--- src/rtl/conv_row_scheduler.sv ---
// conv_row_scheduler
//   Feeds a frame of image rows, one at a time, to a convolution engine and
//   returns each engine result row with its frame row index. A one-entry
//   input buffer lets the next row arrive while the engine is still working.
//   A watchdog flags an engine that never completes.
//
// Ports
//   clk, rst              clock (rising edge), asynchronous active-low reset
//   frame_start/abort     one-cycle frame control pulses
//   cfg_rows              rows in the frame, sampled on an accepted frame_start
//   in_valid/in_ready     input row handshake, in_row byte k = pixel k
//   eng_start, eng_row    engine start pulse and row, held until next start
//   eng_done, eng_result  engine completion pulse and 30 x 18-bit results
//   out_valid/out_ready   result row handshake with out_row/out_row_idx/out_last
//   busy, frame_done      frame activity and completion pulse
//   timeout_err           sticky watchdog error, cleared only by abort/reset
module conv_row_scheduler #(
  parameter int NUM_ROWS_MAX = 32,
  parameter int TIMEOUT      = 255
) (
  input  logic         clk,
  input  logic         rst,
  input  logic         frame_start,
  input  logic         frame_abort,
  input  logic [5:0]   cfg_rows,
  input  logic         in_valid,
  output logic         in_ready,
  input  logic [255:0] in_row,
  output logic         eng_start,
  output logic [255:0] eng_row,
  input  logic         eng_done,
  input  logic [539:0] eng_result,
  output logic         out_valid,
  input  logic         out_ready,
  output logic [539:0] out_row,
  output logic [5:0]   out_row_idx,
  output logic         out_last,
  output logic         busy,
  output logic         frame_done,
  output logic         timeout_err
);

  localparam int WD_W = $clog2(TIMEOUT + 1);

  typedef enum logic [2:0] {
    S_IDLE, S_FETCH, S_ISSUE, S_RUN, S_CAPTURE, S_DRAIN, S_ERROR
  } state_t;

  state_t state_reg, state_next;

  logic [5:0]      rows_reg;
  logic [5:0]      acc_cnt_reg;     // rows accepted on the input side
  logic [5:0]      issue_cnt_reg;   // rows handed to the engine
  logic [5:0]      issue_idx_reg;   // frame index of the row in the engine
  logic            buf_full_reg;
  logic [255:0]    buf_data_reg;
  logic [WD_W-1:0] wd_reg;
  logic            eng_start_reg;
  logic [255:0]    eng_row_reg;
  logic            out_valid_reg;
  logic [539:0]    out_row_reg;
  logic [5:0]      out_row_idx_reg;
  logic            out_last_reg;
  logic            frame_done_reg;
  logic            timeout_err_reg;

  logic cfg_ok, start_ok, in_hs, out_hs, issue_go, capture_go, is_last, wd_expire;

  assign cfg_ok     = (cfg_rows != 6'd0) && (int'(cfg_rows) <= NUM_ROWS_MAX);
  assign start_ok   = (state_reg == S_IDLE) && frame_start && cfg_ok && !frame_abort;
  assign busy       = (state_reg != S_IDLE);
  assign in_ready   = busy && (state_reg != S_ERROR) && !buf_full_reg &&
                      (acc_cnt_reg < rows_reg);
  assign in_hs      = in_valid && in_ready;
  assign out_hs     = out_valid_reg && out_ready;
  assign issue_go   = (state_reg == S_FETCH) && buf_full_reg;
  // A new result may be captured when the output register is empty or is
  // being emptied in this very cycle.
  assign capture_go = (state_reg == S_CAPTURE) && (!out_valid_reg || out_ready);
  assign is_last    = (issue_idx_reg == rows_reg - 6'd1);
  assign wd_expire  = (wd_reg == WD_W'(TIMEOUT - 1));

  assign eng_start   = eng_start_reg;
  assign eng_row     = eng_row_reg;
  assign out_valid   = out_valid_reg;
  assign out_row     = out_row_reg;
  assign out_row_idx = out_row_idx_reg;
  assign out_last    = out_last_reg;
  assign frame_done  = frame_done_reg;
  assign timeout_err = timeout_err_reg;

  always_ff @(posedge clk or negedge rst) begin
    if (!rst) state_reg <= S_IDLE;
    else      state_reg <= state_next;
  end

  always_comb begin
    state_next = state_reg;
    unique case (state_reg)
      S_IDLE:    if (start_ok) state_next = S_FETCH;
      S_FETCH:   if (buf_full_reg) state_next = S_ISSUE;
      S_ISSUE:   state_next = S_RUN;
      S_RUN: begin
        if (eng_done)       state_next = S_CAPTURE;
        else if (wd_expire) state_next = S_ERROR;
      end
      S_CAPTURE: if (capture_go) state_next = is_last ? S_DRAIN : S_FETCH;
      S_DRAIN:   if (out_hs) state_next = S_IDLE;
      S_ERROR:   state_next = S_ERROR;
      default:   state_next = S_IDLE;
    endcase
    if (frame_abort) state_next = S_IDLE;
  end

  always_ff @(posedge clk or negedge rst) begin
    if (!rst) begin
      rows_reg        <= '0;
      acc_cnt_reg     <= '0;
      issue_cnt_reg   <= '0;
      issue_idx_reg   <= '0;
      buf_full_reg    <= 1'b0;
      buf_data_reg    <= '0;
      wd_reg          <= '0;
      eng_start_reg   <= 1'b0;
      eng_row_reg     <= '0;
      out_valid_reg   <= 1'b0;
      out_row_reg     <= '0;
      out_row_idx_reg <= '0;
      out_last_reg    <= 1'b0;
      frame_done_reg  <= 1'b0;
      timeout_err_reg <= 1'b0;
    end else if (frame_abort) begin
      acc_cnt_reg     <= '0;
      issue_cnt_reg   <= '0;
      issue_idx_reg   <= '0;
      buf_full_reg    <= 1'b0;
      buf_data_reg    <= '0;
      wd_reg          <= '0;
      eng_start_reg   <= 1'b0;
      out_valid_reg   <= 1'b0;
      frame_done_reg  <= 1'b0;
      timeout_err_reg <= 1'b0;
    end else begin
      eng_start_reg  <= 1'b0;
      frame_done_reg <= 1'b0;

      if (start_ok) begin
        rows_reg      <= cfg_rows;
        acc_cnt_reg   <= '0;
        issue_cnt_reg <= '0;
        buf_full_reg  <= 1'b0;
      end

      if (in_hs) begin
        buf_data_reg <= in_row;
        buf_full_reg <= 1'b1;
        acc_cnt_reg  <= acc_cnt_reg + 6'd1;
      end

      // Start pulse and row are registered together on the way into ISSUE,
      // so eng_row is already valid in the cycle eng_start is high. The
      // buffer empties here, letting the next row prefetch from ISSUE on.
      if (issue_go) begin
        eng_start_reg <= 1'b1;
        eng_row_reg   <= buf_data_reg;
        buf_full_reg  <= 1'b0;
      end

      if (state_reg == S_ISSUE) begin
        issue_idx_reg <= issue_cnt_reg;
        issue_cnt_reg <= issue_cnt_reg + 6'd1;
        wd_reg        <= '0;
      end

      if (state_reg == S_RUN) begin
        wd_reg <= wd_reg + 1'b1;
        if (!eng_done && wd_expire) timeout_err_reg <= 1'b1;
      end

      if (capture_go) begin
        out_row_reg     <= eng_result;
        out_row_idx_reg <= issue_idx_reg;
        out_last_reg    <= is_last;
        out_valid_reg   <= 1'b1;
      end else if (out_hs) begin
        out_valid_reg <= 1'b0;
      end

      if ((state_reg == S_DRAIN) && out_hs) frame_done_reg <= 1'b1;
    end
  end

endmodule

--- config.mk ---
export PLATFORM = sky130hd
export DESIGN_NAME = conv_row_scheduler
export DESIGN_NICKNAME = d
export VERILOG_FILES = /design/src/rtl/conv_row_scheduler.sv
export SDC_FILE = /design/constraint.sdc
export NUM_CORES = 2
export LEC_CHECK = 0
export BUFFER_PORTS_ARGS = -buffer_cell sky130_fd_sc_hd__buf_4
export CORE_AREA = 2 2 629 631
export DETAILED_ROUTE_END_ITERATION = 12
export DIE_AREA = 0 0 631 633
export GPL_ROUTABILITY_DRIVEN = 0
export SLEW_MARGIN = 5
export SYNTH_ARGS = -nofsm -noshare
export SYNTH_HDL_FRONTEND = slang
export SYNTH_SLANG_ARGS = --single-unit
--- constraint.sdc ---
create_clock -name clk -period 2.62 [get_ports clk]
set_input_delay 0.131 -clock clk [delete_from_list [all_inputs] [get_ports clk]]
set_output_delay 0.131 -clock clk [all_outputs]
set_load 0.005 [all_outputs]
==> metrics.txt <==
reg2reg start=state_reg[1]; CTS max path bufs=4; max reg flops=540; YS warnings=0; die height=633 microns; Total Wirelength=293,000 microns; class of the most critical setup path=reg2reg; initial antenna violation count=156; Post-DRT Antenna Nets=1; Fin. Hold Viols=0; vias in the first global route=38,600; H-Tree Depth=4; GR Util All Layers=14.0%; HPWL after detailed placement=238,000 microns; FF+latch count, synth=1,099; most used cell, CP=buf_12; setup slack at placement=0.107 ns; final worst setup slack=0.0955 ns; Residual DRC=0; CP bufs+invs=4; clock root buffer master=clkbuf_16; Pins Over Slew Limit=0; max_cap viols=0; startpoint types=flip-flop; failing checks=antenna rules; DR vias/cell=3.35; FMAX=396 MHz; CTS tree=built; worst hold path type=in2reg; Logic pwr share=15.5%; clock-pin transition on the worst setup and hold timing paths=0.06 ns; Mapped Area=41,200 sq um; top cell type by total area after synthesis=dfrtp_1; synthesized area per cell=13.6 sq um; P&R area growth vs syn=83.3%; Rows=230; final setup vio count=0; min Tclk post-route=2.52 ns; switching part of the total power=27.5%; Slowest Stage Delay on Critical Path=0.49 ns; first-pass GRT wire length=374,000 microns; Primary FF master, synth=dfrtp_1; Starting Density=10.5%; Setup crit start=state_reg[1]; top cells by area, synth=dfrtp_1 (67%), mux2_2 (15%), nand2_1 (7.1%), a22o_1 (5.7%), buf_6 (1.2%); Synth top area share=66.8%; share of cells above drive strength 1=43.3%; CP max FO=40; Synth Instances=3,038; critical path, cell by cell=inv_1 > and3_1 > nor3b_2 > buf_12 > buf_12 > buf_12 > mux2_2; max_slew headroom=52.7%; Psw=12.8 mW; worst reg2reg setup slack=0.1 ns; CP max stage cell=dfrtp_1; status=finished, violations left; GR Overflow Total=0; layout filler cell count=42,500; post-synthesis sequential area ratio=66.8%; total number of vias=37,400; Arr. time, crit path=3.18 ns; asr flop ratio synth=100%; later-pin clock latency in the skew report=0.84 ns; RSZ-0062 raised after global routing=no; clock power share=44.2%; Die ar.=399,000 sq um; first-pass iteration count of the detailed router=5; Synth cell types=50; Leak=37.4 nW; IO Count=1,618; wire length per cell=26.3 microns; Setup Skew=0.0670 ns; area of the multi-input gates=12,500 sq um; Max VDD drop=0.000483 V; Flop pwr share=40.3%; Crit path max-delay family=buffers and inverters; CTS Sinks=1,099; Worst Hold Slack=0.101 ns; largest net degree at the start of global routing=112; CTS Buf Count=141; required time worst endpoint=3.27 ns; Slew @ Worst Pin=0.710 ns; Seq. cell area=27,500 sq um; syn nets=3,857; nets@finish=6,594; core area=392,000 sq um; crit end category=flip-flop; EDFF count, synth=0; synth cell count leaders=dfrtp_1 (1,099), nand2_1 (783), mux2_2 (555); setup total negative slack=0 ns; hold path startpoint=eng_result[474]; Internal Pwr Total=33.8 mW; Die Wd=631 microns; Power Dens Cells=617 nW/um^2; count leader, synth=dfrtp_1; initial DRC count=2,624; crit share post-route=96.4%; IO buf count=1,617
stage by stage:
stage / util [%] / power (mW) / instances / instance area [sq um]
2_1_floorplan: - / 20.3 / 3038 / 41200
3_3_place_gp: 15.4 / 24.7 / 9818 / 60200
3_5_place_dp: 15.4 / 24.7 / 9818 / 60200
4_1_cts: 19.2 / 47.2 / 11100 / 75300
5_1_grt: 19.3 / 48.3 / 11100 / 75500
6_report: 19.3 / 46.6 / 11200 / 75500
power by group through the flow:
| stage | registers, mW | clock network (mW) | logic (mW) |
|---|---|---|---|
| global route | 18.8 | 21.9 | 7.61 |
| global placement | 19.0 | 0 | 5.68 |
| CTS | 18.7 | 21.2 | 7.27 |
| detailed placement | 19.0 | 0 | 5.71 |
| finish | 18.8 | 20.6 | 7.22 |
| floorplan | 18.8 | 0 | 1.46 |
worst paths after layout:
check / depth (start not counted) / to
setup / recovery: 7 / out_row[166]
hold / removal: 3 / out_row[474]
setup reg to reg: 7 / out_row[166]
hold reg to reg: 2 / eng_row[185]
max in group asynchronous: 3 / out_row[241]
min in group asynchronous: 3 / eng_row[9]
worst min-delay path, delay by kind of cell:
family	cells	cell delay (ns)
buffers and inverters	2	0.63
multiplexers	1	0.13
per-layer routing:
metal | track usage, % | share of wire (%) | up-vias
met1 | 14.2 | 34 | 18800
met5 | 0.821 | 0.20 | -
met3 | 6.12 | 11 | 607
met4 | 8.88 | 7.3 | 24
li1 | - | - | 16000
met2 | 23.5 | 48 | 1927
cell families (layout without fill, tap and decap cells):
group	after synthesis	in the layout	synth area share [%]
flip-flops	1099	1099	66.8
AO/OA/AOI/OAI	309	309	6.41
other	0	56	0
buffers and inverters	194	3033	2.91
multiplexers	557	557	15.2
adder cells (fa/ha/maj)	10	10	0.304
AND/OR/NAND/NOR	855	855	8.10
XOR/XNOR	14	14	0.298
layout by cell type, fill, tap and decap left out, types with 7 or more instances in the layout:
cell type	instances
mux2_2	555
clkinv_2	20
inv_6	7
nand3_1	13
inv_1	11
buf_12	44
clkbuf_16	143
bufinv_16	13
a22o_1	270
clkbuf_8	23
dlygate4sd3_1	1025
clkbuf_1	22
dfrtp_1	1097
diode_2	56
buf_4	1705
a21oi_1	7
nand2_1	783
nor2_1	15
ha_1	9
xnor2_1	8
layout make-up:
class,instances,area share (%)
diodes,56,0.186
clock buffers,188,5.27
clock inverters,57,1.06
inverters,13,0.0746
multi-input cells,1745,16.6
flip-flops and latches,1099,36.4
well taps,5220,8.65
repair buffers,2775,31.7
what timing repair did:
item	in CTS	in global routing
setup buffers	5	3
gates resized for setup	3	2
cloned	0	0
hold buffers	1026	0
endpoints found under the hold margin	1857	0
pin swaps	0	1
endpoints found under the setup margin	1	2
No activity file was read; power rests on OpenSTA's default activity.
